File: src/rtl/rr_pkg.sv
// Shared definitions for the round-robin grant FSM: state encoding and pointer wrap helper.
// Latency: n/a (types and constants only).
// Backpressure: n/a.
package rr_pkg;

  // Legal FSM states. The remaining 2-bit codes are illegal and are listed below.
  typedef enum logic [1:0] {
    ST_IDLE = 2'b00,
    ST_BUSY = 2'b01
  } state_e;

  localparam logic [1:0] ST_ILLEGAL_2 = 2'b10;
  localparam logic [1:0] ST_ILLEGAL_3 = 2'b11;

  // Next channel after idx in an n-channel ring. The wrap is explicit so that
  // non-power-of-two channel counts never leave the legal index range.
  function automatic int wrap_inc(input int idx, input int n);
    return (idx + 1 >= n) ? 0 : idx + 1;
  endfunction

endpackage

File: src/rtl/rr_pick.sv
// Round-robin winner select: first set req bit at or after ptr, wrapping NCH-1 -> 0.
// Latency: purely combinational.
// Backpressure: none; result follows req/ptr.
// Ports: req (per-channel request), ptr (scan start), valid (any request),
//        idx (winning channel), onehot (winning channel as one-hot, zero if !valid).
module rr_pick #(
  parameter int NCH = 4,
  parameter int IDW = $clog2(NCH)
) (
  input  logic [NCH-1:0] req,
  input  logic [IDW-1:0] ptr,
  output logic           valid,
  output logic [IDW-1:0] idx,
  output logic [NCH-1:0] onehot
);

  always_comb begin
    int cand;
    cand   = 0;
    valid  = 1'b0;
    idx    = '0;
    onehot = '0;
    // Walk the ring starting at ptr; the first hit wins and later hits are ignored.
    for (int off = 0; off < NCH; off++) begin
      cand = int'(ptr) + off;
      if (cand >= NCH) begin
        cand = cand - NCH;
      end
      if (!valid && req[IDW'(cand)]) begin
        valid = 1'b1;
        idx   = IDW'(cand);
      end
    end
    if (valid) begin
      onehot[idx] = 1'b1;
    end
  end

endmodule

File: src/rtl/rr_grant_fsm.sv
// Round-robin grant FSM: one owner at a time, released on done, request drop or HOLD_MAX cycles.
// Latency: grant visible one edge after a request is seen in IDLE; one all-zero cycle between owners.
// Backpressure: level handshake only; requesters hold req until granted, owner pulses done to release.
// Ports: clk, rst (async, active-high), req[NCH], done -> grant[NCH] (registered one-hot),
//        grant_id, busy (grant non-zero), timeout (pulse on HOLD_MAX revoke), err (sticky illegal state).
module rr_grant_fsm
  import rr_pkg::*;
#(
  parameter int NCH      = 4,
  parameter int HOLD_MAX = 8,
  parameter int IDW      = $clog2(NCH)
) (
  input  logic           clk,
  input  logic           rst,
  input  logic [NCH-1:0] req,
  input  logic           done,
  output logic [NCH-1:0] grant,
  output logic [IDW-1:0] grant_id,
  output logic           busy,
  output logic           timeout,
  output logic           err
);

  localparam int            CW       = $clog2(HOLD_MAX);
  localparam logic [CW-1:0] CNT_LAST = CW'(HOLD_MAX - 1);

  state_e         state_q,    state_d;
  logic [NCH-1:0] grant_q,    grant_d;
  logic [IDW-1:0] grant_id_q, grant_id_d;
  logic [IDW-1:0] ptr_q,      ptr_d;
  logic [CW-1:0]  cnt_q,      cnt_d;
  logic           timeout_q,  timeout_d;
  logic           err_q,      err_d;

  logic           pick_vld;
  logic [IDW-1:0] pick_idx;
  logic [NCH-1:0] pick_onehot;

  rr_pick #(
    .NCH (NCH),
    .IDW (IDW)
  ) u_pick (
    .req    (req),
    .ptr    (ptr_q),
    .valid  (pick_vld),
    .idx    (pick_idx),
    .onehot (pick_onehot)
  );

  logic state_illegal;
  logic owner_req;
  logic at_limit;

  always_comb begin
    state_illegal = (state_q == ST_ILLEGAL_2) || (state_q == ST_ILLEGAL_3);
    owner_req     = req[grant_id_q];
    at_limit      = (cnt_q == CNT_LAST);

    state_d    = state_q;
    grant_d    = grant_q;
    grant_id_d = grant_id_q;
    ptr_d      = ptr_q;
    cnt_d      = cnt_q;
    timeout_d  = 1'b0;
    err_d      = err_q;

    if (state_illegal) begin
      // Recover to a clean idle and remember that it happened.
      state_d    = ST_IDLE;
      grant_d    = '0;
      grant_id_d = '0;
      cnt_d      = '0;
      err_d      = 1'b1;
    end else begin
      case (state_q)
        ST_IDLE: begin
          if (pick_vld) begin
            state_d    = ST_BUSY;
            grant_d    = pick_onehot;
            grant_id_d = pick_idx;
            ptr_d      = IDW'(wrap_inc(int'(pick_idx), NCH));
            cnt_d      = '0;
          end
        end
        ST_BUSY: begin
          if (done || !owner_req || at_limit) begin
            state_d    = ST_IDLE;
            grant_d    = '0;
            grant_id_d = '0;
            cnt_d      = '0;
            // Only a revoke forced purely by the hold limit is a timeout;
            // a voluntary release on the same edge wins.
            timeout_d  = at_limit && !done && owner_req;
          end else begin
            cnt_d = cnt_q + 1'b1;
          end
        end
        default: begin
          state_d    = ST_IDLE;
          grant_d    = '0;
          grant_id_d = '0;
          cnt_d      = '0;
        end
      endcase
    end
  end

  always_ff @(posedge clk or posedge rst) begin
    if (rst) begin
      state_q    <= ST_IDLE;
      grant_q    <= '0;
      grant_id_q <= '0;
      ptr_q      <= '0;
      cnt_q      <= '0;
      timeout_q  <= 1'b0;
      err_q      <= 1'b0;
    end else begin
      state_q    <= state_d;
      grant_q    <= grant_d;
      grant_id_q <= grant_id_d;
      ptr_q      <= ptr_d;
      cnt_q      <= cnt_d;
      timeout_q  <= timeout_d;
      err_q      <= err_d;
    end
  end

  assign grant    = grant_q;
  assign grant_id = grant_id_q;
  assign busy     = |grant_q;
  assign timeout  = timeout_q;
  assign err      = err_q;

endmodule

File: config.mk
export PLATFORM = sky130hd
export DESIGN_NAME = rr_grant_fsm
export DESIGN_NICKNAME = d
export VERILOG_FILES = /design/src/rtl/rr_pkg.sv /design/src/rtl/rr_pick.sv /design/src/rtl/rr_grant_fsm.sv
export SDC_FILE = /design/constraint.sdc
export NUM_CORES = 1
export LEC_CHECK = 0
export CAP_MARGIN = 20
export CORE_MARGIN = 4
export CORE_UTILIZATION = 50
export CTS_CLUSTER_SIZE = 25
export DETAILED_ROUTE_END_ITERATION = 7
export PLACE_DENSITY_LB_ADDON = 0.12
export SYNTH_ARGS = -nofsm -noshare
export SYNTH_HDL_FRONTEND = slang
export SYNTH_HIERARCHICAL = 1
export SYNTH_SLANG_ARGS = --single-unit
export TNS_END_PERCENT = 20
File: constraint.sdc
create_clock -name clk -period 1.8 [get_ports clk]
set_clock_uncertainty 0.15 [all_clocks]
set_input_delay 0.18 -clock clk [delete_from_list [all_inputs] [get_ports clk]]
set_output_delay 0.18 -clock clk [all_outputs]
set_load 0.02 [all_outputs]
== Word-level counts from Yosys, hierarchy flattened ==
Index checks and enable logic that the tools add are counted.

* Memories kept: 0
* Memory bits (read-only): 0
* Logic and storage cells: 100
* Register bits after elaboration: 15
* Bits in latches: 0
* Input bits: 7
* Output and inout bits: 9
* RAM bits: 0

* Reduce and logical (&&, ||, !) cells: 18
* Magnitude comparators: 12
* Bitwise gates (word level): 1
* Add/sub/neg operators: 9
* Divide/modulo/power cells: 0
* Eq/ne operators: 6
* Multipliers: 0
* Multiplexer cells: 47
* Shift operators: 0

{| class="wikitable"
|+ Operators with widths
! kind !! count
|-
| $mux W2 || 14
|-
| $mux W1 || 17
|-
| $lt A2 B4 Y1 const B || 4
|-
| $ge A3 B3 Y1 const B || 4
|-
| $mux W4 || 3
|-
| $bmux W1 S2 || 5
|-
| $mux W3 || 3
|-
| $pmux W2 S2 || 2
|-
| $pmux W4 S2 || 1
|-
| $sub A2 B1 Y2 const B || 4
|-
| $add A2 B1 Y3 const B || 2
|-
| $add A2 B2 Y3 const B || 2
|-
| $logic_and A1 B1 Y1 || 6
|-
| $lt A2 B3 Y1 const B || 2
|-
| $ne A3 B3 Y1 const B || 2
|-
| $pmux W3 S2 || 1
|-
| $logic_not A1 Y1 || 5
|-
| $eq A2 B2 Y1 const B || 2
|-
| $reduce_or A4 Y1 || 1
|-
| $add A3 B1 Y3 const B || 1
|-
| $eq A3 B3 Y1 const B || 1
|-
| $ge A2 B3 Y1 const B || 1
|-
| $logic_or A1 B1 Y1 || 3
|-
| $reduce_and A3 Y1 || 1
|-
| 6 further kinds || 6
|}

== Logic depth before layout (Yosys ltp) ==
* Word-level depth: 22
* Depth in mapped cells: 7
* Depth with buffers taken out: 6

== Modules after synthesis ==
The synthesis kept the hierarchy.

{| class="wikitable"
|+ Modules (own cells, without submodules)
! module !! area each (µm²) !! times used !! cells each !! seq. area each (µm²)
|-
| rr_grant_fsm || 681.9 || 1 || 52 || 325.3
|-
| rr_pick || 182.7 || 1 || 32 || 0.0
|}

== Worst setup path after synthesis ==
Ideal clock, no wire load.

* Path type: reg2reg
* Start point: register grant_id_q[0], in the netlist grant_id[0]
* End point: register grant_q[0], in the netlist grant[0]
* Arrival time: 1388 ps
* Path buffers: 0
* Setup slack: 140 ps
* Data required time: 1528 ps
* Setup time: 122 ps
* Clock period less this slack: 1660 ps
* Cell stages (with the launch flop): 3
* Cell sequence: dfrtp_1 > mux4_2 > a32o_1

* Cells in the longest elaborated chain, start to end: 7

{| class="wikitable"
|+ Ends and longest elaborated chain
! item !! RTL line !! RTL
|-
| start, declared || rr_grant_fsm.sv:29 || <nowiki>logic [IDW-1:0] grant_id_q, grant_id_d;</nowiki>
|-
| start signal, assigned || rr_grant_fsm.sv:120 || <nowiki>grant_id_q <= grant_id_d;</nowiki>
|-
| $bmux W1 S2 || rr_grant_fsm.sv:56 || <nowiki>owner_req = req[grant_id_q];</nowiki>
|-
| $mux W1 (implied by the code) || rr_grant_fsm.sv:56 ||
|-
| $logic_not A1 Y1 || rr_grant_fsm.sv:86 || <nowiki>if (done || !owner_req || at_limit) begin</nowiki>
|-
| $logic_or A1 B1 Y1 (2 in series) || rr_grant_fsm.sv:86 ||
|-
| $ne A3 B3 Y1 (no line) || -- ||
|-
| $reduce_and A2 Y1 (no line) || -- ||
|-
| end signal, assigned || rr_grant_fsm.sv:119 || <nowiki>grant_q <= grant_d;</nowiki>
|-
| end, declared || rr_grant_fsm.sv:28 || <nowiki>logic [NCH-1:0] grant_q, grant_d;</nowiki>
|}

No other way between the ends. The select of a mux whose other input is x is not followed.
A chain may end at the register's enable or synchronous reset.

== Worst setup path after layout ==
* Start point: input port req[1]
* End point: register ptr_q[1]

* Cells in the longest elaborated chain, start to end: 16
* Elaborated cells between the ends (all ways): 30
* Those cells by class: add/sub: 1; order compare: 1; mux: 21; reduce/logical: 7

{| class="wikitable"
|+ Ends and longest elaborated chain
! item !! RTL line !! RTL
|-
| start, declared || rr_grant_fsm.sv:15 || <nowiki>input logic [NCH-1:0] req,</nowiki>
|-
| $bmux W1 S2 || rr_pick.sv:29 || <nowiki>if (!valid && req[IDW'(cand)]) begin</nowiki>
|-
| $mux W1 (implied by the code) (2 in series) || rr_pick.sv:29 ||
|-
| $mux W1 || rr_pick.sv:29 ||
|-
| $logic_not A1 Y1 || rr_pick.sv:29 ||
|-
| $logic_and A1 B1 Y1 || rr_pick.sv:29 ||
|-
| $mux W1 || rr_pick.sv:29 ||
|-
| $logic_not A1 Y1 || rr_pick.sv:29 ||
|-
| $logic_and A1 B1 Y1 || rr_pick.sv:29 ||
|-
| $mux W1 || rr_pick.sv:29 ||
|-
| $logic_not A1 Y1 || rr_pick.sv:29 ||
|-
| $logic_and A1 B1 Y1 || rr_pick.sv:29 ||
|-
| $mux W2 * || rr_pick.sv:29 ||
|-
| net pick_idx[1] || rr_grant_fsm.sv:36 || <nowiki>logic [IDW-1:0] pick_idx;</nowiki>
|-
| $add A2 B1 Y3 * || rr_pkg.sv:18 || <nowiki>return (idx + 1 >= n) ? 0 : idx + 1;</nowiki>
|-
| $ge A3 B3 Y1 || rr_pkg.sv:18 ||
|-
| $mux W2 * || rr_pkg.sv:18 ||
|-
| end signal, assigned || rr_grant_fsm.sv:121 || <nowiki>ptr_q <= ptr_d;</nowiki>
|-
| end, declared || rr_grant_fsm.sv:30 || <nowiki>logic [IDW-1:0] ptr_q, ptr_d;</nowiki>
|}

Mark *: on every way through the listed nets, which the timed path passes. The rest lies on a longest branch. The select of a mux whose other input is x is not followed.

==> flow_metrics.env <==
export IMPL_synth_cell_types=33
export IMPL_fin_crit_sh_pct=96.7
export IMPL_layout_drive_gt1_share_pct=37.3
export IMPL_yosysSeqAreaShare_pct=37.6
export IMPL_path_class="in2reg"
export IMPL_cellLeakagePower_nw=0.602
export IMPL_synth_top_area_cell="dfrtp_1"
export IMPL_grt_max_degree=14
export IMPL_syn_area_um2=865
export IMPL_crit_top_cell="a21oi_1"
export IMPL_ys_ff_latch=13
export IMPL_ys_warn_count=6
export IMPL_min_path_type="in2async"
export IMPL_htree_levels=1
export IMPL_rrSetupSlack_ps=70
export IMPL_status="complete, no violations"
export IMPL_synthToLayoutAreaGrowth_pct=38.9
export IMPL_ctsRootBufferMaster="clkbuf_4"
export IMPL_path_clk_slew_ps=80
export IMPL_irDropWorstVdd_mv=0.783
export IMPL_setup_violations=0
export IMPL_crit_fanout=6
export IMPL_crit_path_top_delay_cell="clkdlybuf4s50_1"
export IMPL_vias_per_cell=5.76
export IMPL_drtIter0Drc=14
export IMPL_n_fill_cell=115
export IMPL_worstPathArrival_ps=1750
export IMPL_portBuffers=14
export IMPL_core_um2=1580
export IMPL_initial_core_util_pct=54.8
export IMPL_antenna_left=0
export IMPL_postCtsSetupBuffers=0
export IMPL_max_stage_delay_ps=460
export IMPL_p_per_area_nw_per_um2=1360
export IMPL_hold_viol=0
export IMPL_path_buf_inv=2
export IMPL_maxCapViolations=0
export IMPL_drv_slew=0
export IMPL_setup_tns_ps=0
export IMPL_end_kind="register"
export IMPL_rows=14
export IMPL_nets=129
export IMPL_post_synth_top_area_fraction_pct=37.6
export IMPL_r2r_cells=5
export IMPL_post_route_drc_count=0
export IMPL_postSynthAreaPerCell_um2=10.3
export IMPL_grt_overflow=0
export IMPL_hpwl_mm=1.55
export IMPL_gp_congestion=0.870
export IMPL_routed_wl_mm=2.00
export IMPL_die_area_um2=2460
export IMPL_wl_per_cell_um=15.0
export IMPL_die_h_um=49.6
export IMPL_clkSinkCount=13
export IMPL_vias=772
export IMPL_cts_buffers=3
export IMPL_syn_instance_count=84
export IMPL_antenna_found_initial=0
export IMPL_cts_tree="built"
export IMPL_timing_rr_start="ptr_q[0]$_DFFE_PP0P_"
export IMPL_synth_fp_nets=94
export IMPL_crit_path_start_kind="primary input"
export IMPL_final_util_pct=76.2
export IMPL_rsz0062_at_grt="yes"
export IMPL_worstPathRequired_ps=1810
export IMPL_max_freq_mhz=574
export IMPL_grt_pass1_vias=783
export IMPL_diodes=0
export IMPL_die_w_um=49.6
export IMPL_total_power_w=0.00164
export IMPL_grt_pass1_wl_mm=3.48
export IMPL_path_cells="clkdlybuf4s50_1 -> buf_4 -> a21oi_1 -> o21ai_0 -> a21oi_1 -> ha_1 -> mux2_2"
export IMPL_reg2reg_to="grant[2]$_DFFE_PP0P_"
export IMPL_dr_pass1_iters=4
export IMPL_crit_family="buffers and inverters"
export IMPL_grt_use_total_pct=18.5
export IMPL_pin_count=16
export IMPL_cts_buffer_depth=2
export IMPL_synth_area_leaders="dfrtp_1, mux2_2, a32o_1"
export IMPL_insertion_delay_ps=270
export IMPL_finalCriticalPeriod_ps=1740
## flip-flops by register name, indices dropped and copies added, names as in the netlist
name	cells
grant_id	2
ptr_q	2
grant	4
state_q	1
cnt_q	3
timeout	1
## layer usage
metal | part of all wire [%] | GRT usage (%)
met2 | 49 | 31.1
met4 | 0.65 | 3.23
met5 | 0 | 0
met1 | 45 | 22.8
met3 | 4.8 | 6.63
## layout by cell type (no fill, tap or decap), types with 2 or more instances in the layout
master / netlist / final
clkbuf_4: 0 / 3
dfrtp_1: 13 / 11
mux2i_1: 4 / 4
nor3_1: 2 / 2
o21ai_0: 2 / 2
mux2_2: 6 / 6
clkdlybuf4s50_1: 0 / 10
dfrtp_2: 0 / 2
nand2b_1: 2 / 2
nor2_1: 7 / 7
o32ai_1: 2 / 2
buf_4: 2 / 20
ha_1: 3 / 3
a21oi_2: 1 / 2
dlymetal6s2s_1: 0 / 3
a21oi_1: 4 / 3
a32o_1: 6 / 6
nand2_1: 2 / 2
inv_1: 8 / 8
## stage by stage
step,cells,cell area [µm²],setup slack (ps),hold slack (ps)
2_1_floorplan,84,865,140,-93.0
3_3_place_gp,130,1150,-249,329
3_5_place_dp,130,1150,-279,345
4_1_cts,134,1180,3.04,73.1
5_1_grt,134,1200,-14.0,105
6_report,134,1200,59.2,66.8
## cell usage after synthesis (all sizes together)
| cell | count |
|---|---|
| a211oi | 2 |
| a21o | 1 |
| a21oi | 5 |
| a221oi | 1 |
| a22o | 1 |
| a311oi | 1 |
| a32o | 6 |
| and4b | 1 |
| buf | 4 |
| conb | 1 |
| dfrtp | 13 |
| ha | 3 |
| inv | 8 |
| mux2 | 6 |
| mux2i | 4 |
| mux4 | 1 |
| nand2 | 2 |
| nand2b | 3 |
| nor2 | 7 |
| nor2b | 2 |
| nor3 | 2 |
| nor3b | 1 |
| nor4b | 1 |
| o211a | 1 |
| o21ai | 3 |
| o32ai | 2 |
| or3b | 1 |
| or4 | 1 |
## how the worst max path moves through the flow
stage / start / to / slack, ps / depth (start not counted)
after floorplan: grant_id[0]$_DFFE_PP0P_ / grant[0]$_DFFE_PP0P_ / 140 / 2
after global placement: req[3] / ptr_q[0]$_DFFE_PP0P_ / -250 / 5
after detailed placement: req[0] / grant[2]$_DFFE_PP0P_ / -280 / 6
after CTS: req[0] / grant[2]$_DFFE_PP0P_ / 3 / 6
after global routing: ptr_q[0]$_DFFE_PP0P_ / grant[2]$_DFFE_PP0P_ / -10 / 5
final: req[1] / ptr_q[1]$_DFFE_PP0P_ / 60 / 7
## power by group
part / total (W) / leakage [nW] / internal (W) / switching [W]
Combinational: 0.000938 / 0.416 / 0.000504 / 0.000433
Clock: 0.000172 / 0.0177 / 0.0000823 / 0.0000899
Sequential: 0.000527 / 0.168 / 0.000392 / 0.000136
## logic make-up after synthesis
family / synth area share (%)
multiplexers: 15.1
buffers and inverters: 6.37
AND/OR/NAND/NOR: 14.5
AO/OA/AOI/OAI: 21.7
other: 0.434
adder cells (fa/ha/maj): 4.34
flip-flops: 37.6
## cell type report
class                           instances  area (µm²)  share of cell area [%]
Sequential cell                        13         328                    27.3
Clock inverter                          1        5.00                   0.417
Inverter                                8        30.0                    2.50
Timing Repair Buffer                   34         293                    24.4
Multi-Input combinational cell         59         503                    41.9
Tap cell                               16        20.0                    1.67
Clock buffer                            3        22.5                    1.88
## timing repair
item                       CTS  global route
hold endpoints to repair     0             0
pin swaps                    0             2
gates resized for setup      3            10
setup endpoints to repair    1             9
hold buffers                 0             0
No activity file was read; power rests on OpenSTA's default activity.
==> RTL change, RTL diff (same settings) <==
`HOLD_MAX`: 8 -> 16.
--- a/src/rtl/rr_grant_fsm.sv
+++ b/src/rtl/rr_grant_fsm.sv
@@ -7,7 +7,7 @@
   import rr_pkg::*;
 #(
   parameter int NCH      = 4,
-  parameter int HOLD_MAX = 8,
+  parameter int HOLD_MAX = 16,
   parameter int IDW      = $clog2(NCH)
 ) (
   input  logic           clk,
Function: changed (a bounded check fails within 10 cycles, from zero or initial values and one cycle with rst high).
==> RTL change against the unedited design <==
- sequential share of layout area fell by 0.78 points
- non-clock buffer count rose by 4
- sequential power is 2% lower
- via count rose by 21%
- worst setup slack improved by 0.033 ns
- sequential cell count increased by 1
- largest cell class unchanged
- critical path type unchanged
- clock power grew 31%
- routed wire length up 15%
- worst hold slack better by 0.036 ns
- final area grew 10%
- register-to-register slack gained 0.03 ns
- synthesized area increased by 12%
- maximum frequency is 2.0% higher
- highest routed layer unchanged
- total power increased by 0.97%
==> RTL change: results (changes against the unedited design) <==
Netlist cell types=36 (was 33); clock buffers=4 (was 3); Layout Nets=153 (was 129); placed cells=164 (was 130); DP Wirelength=1790 um (was 1550 um); sw frac=39.3% (was 40.3%); Comb power frac=55.2% (was 57.3%); Inverters=6 (was 8); RePlAce Congestion=0.994 (was 0.870); Fmax=586 MHz (was 574 MHz); fin area=1320 um^2 (was 1200 um^2); mux share of post-synthesis cell area=11.1% (was 15.1%); initial DRC count=18 (was 14); DIE AREA=2700 um^2 (was 2460 um^2); fraction of area in multi-input gates=42.6% (was 41.9%); Synth Area in Adders=2.59% (was 4.34%); multi-input gates=81 (was 59); FF+latch area=350 um^2 (was 328 um^2); max incr delay on CP=0.52 ns (was 0.46 ns); outcome=completed (unchanged); crit path DAT=1.72 ns (was 1.75 ns); drt total wl=2300 um (was 2000 um); vias=937 (was 772); first-pass GRT wire length=4000 um (was 3480 um); Post-synth top cells=nand2_1 (15), dfrtp_1 (14), mux2i_1 (7), nor2_1 (7) (was dfrtp_1 (13), inv_1 (8), nor2_1 (7), a32o_1 (6), mux2_2 (6)); Total Routing Usage GR=19.8% (was 18.5%); Flop pwr share=31.2% (was 32.2%); Synth Area in Compound Gates=21.2% (was 21.7%); fraction of cell area in non-clock buffers=24.1% (was 24.4%); VDD IR-drop max=0.00105 V (was 0.000783 V); clock sink count=14 (was 13); placed inst area=1290 um^2 (was 1150 um^2); Cell Pwr Density=1250 nW/um^2 (was 1360 nW/um^2); vias in the first global route=956 (was 783); layout cells sized above 1=25.9% (was 37.3%); Leakage=0.000663 uW (was 0.000602 uW)
-- RTL change: cell types whose count changed after synthesis, moves of 3 or more --
cell / change
a32o_1: -6
o21ai_0: +3
o22ai_1: +6
mux2i_1: +3
nand2_1: +13
mux2_2: -4
-- RTL change: layer usage --
layer | GRT usage [%] | wire, um | vias up
met2 | 35.4 | 1150 | 20
met4 | 6.99 | 22 | 0
met5 | 0 | 0 | -
li1 | - | - | 468
met1 | 23.5 | 1030 | 447
met3 | 3.44 | 95 | 2
-- RTL change: what timing repair did --
item	CTS	global route
gates resized for setup	3	2
endpoints found under the setup margin	1	2
gates cloned	0	0
-- RTL change: worst paths after layout --
kind | start | endpoint
min in group clk | cnt_q[1] | cnt_q[1]
worst max-delay path | req[2] | ptr_q[1]
worst min-delay path | rst | grant[0]
worst max register to register | ptr_q[0] | ptr_q[1]
worst min register to register | cnt_q[1] | cnt_q[1]
max in group asynchronous | rst | grant_id[1]
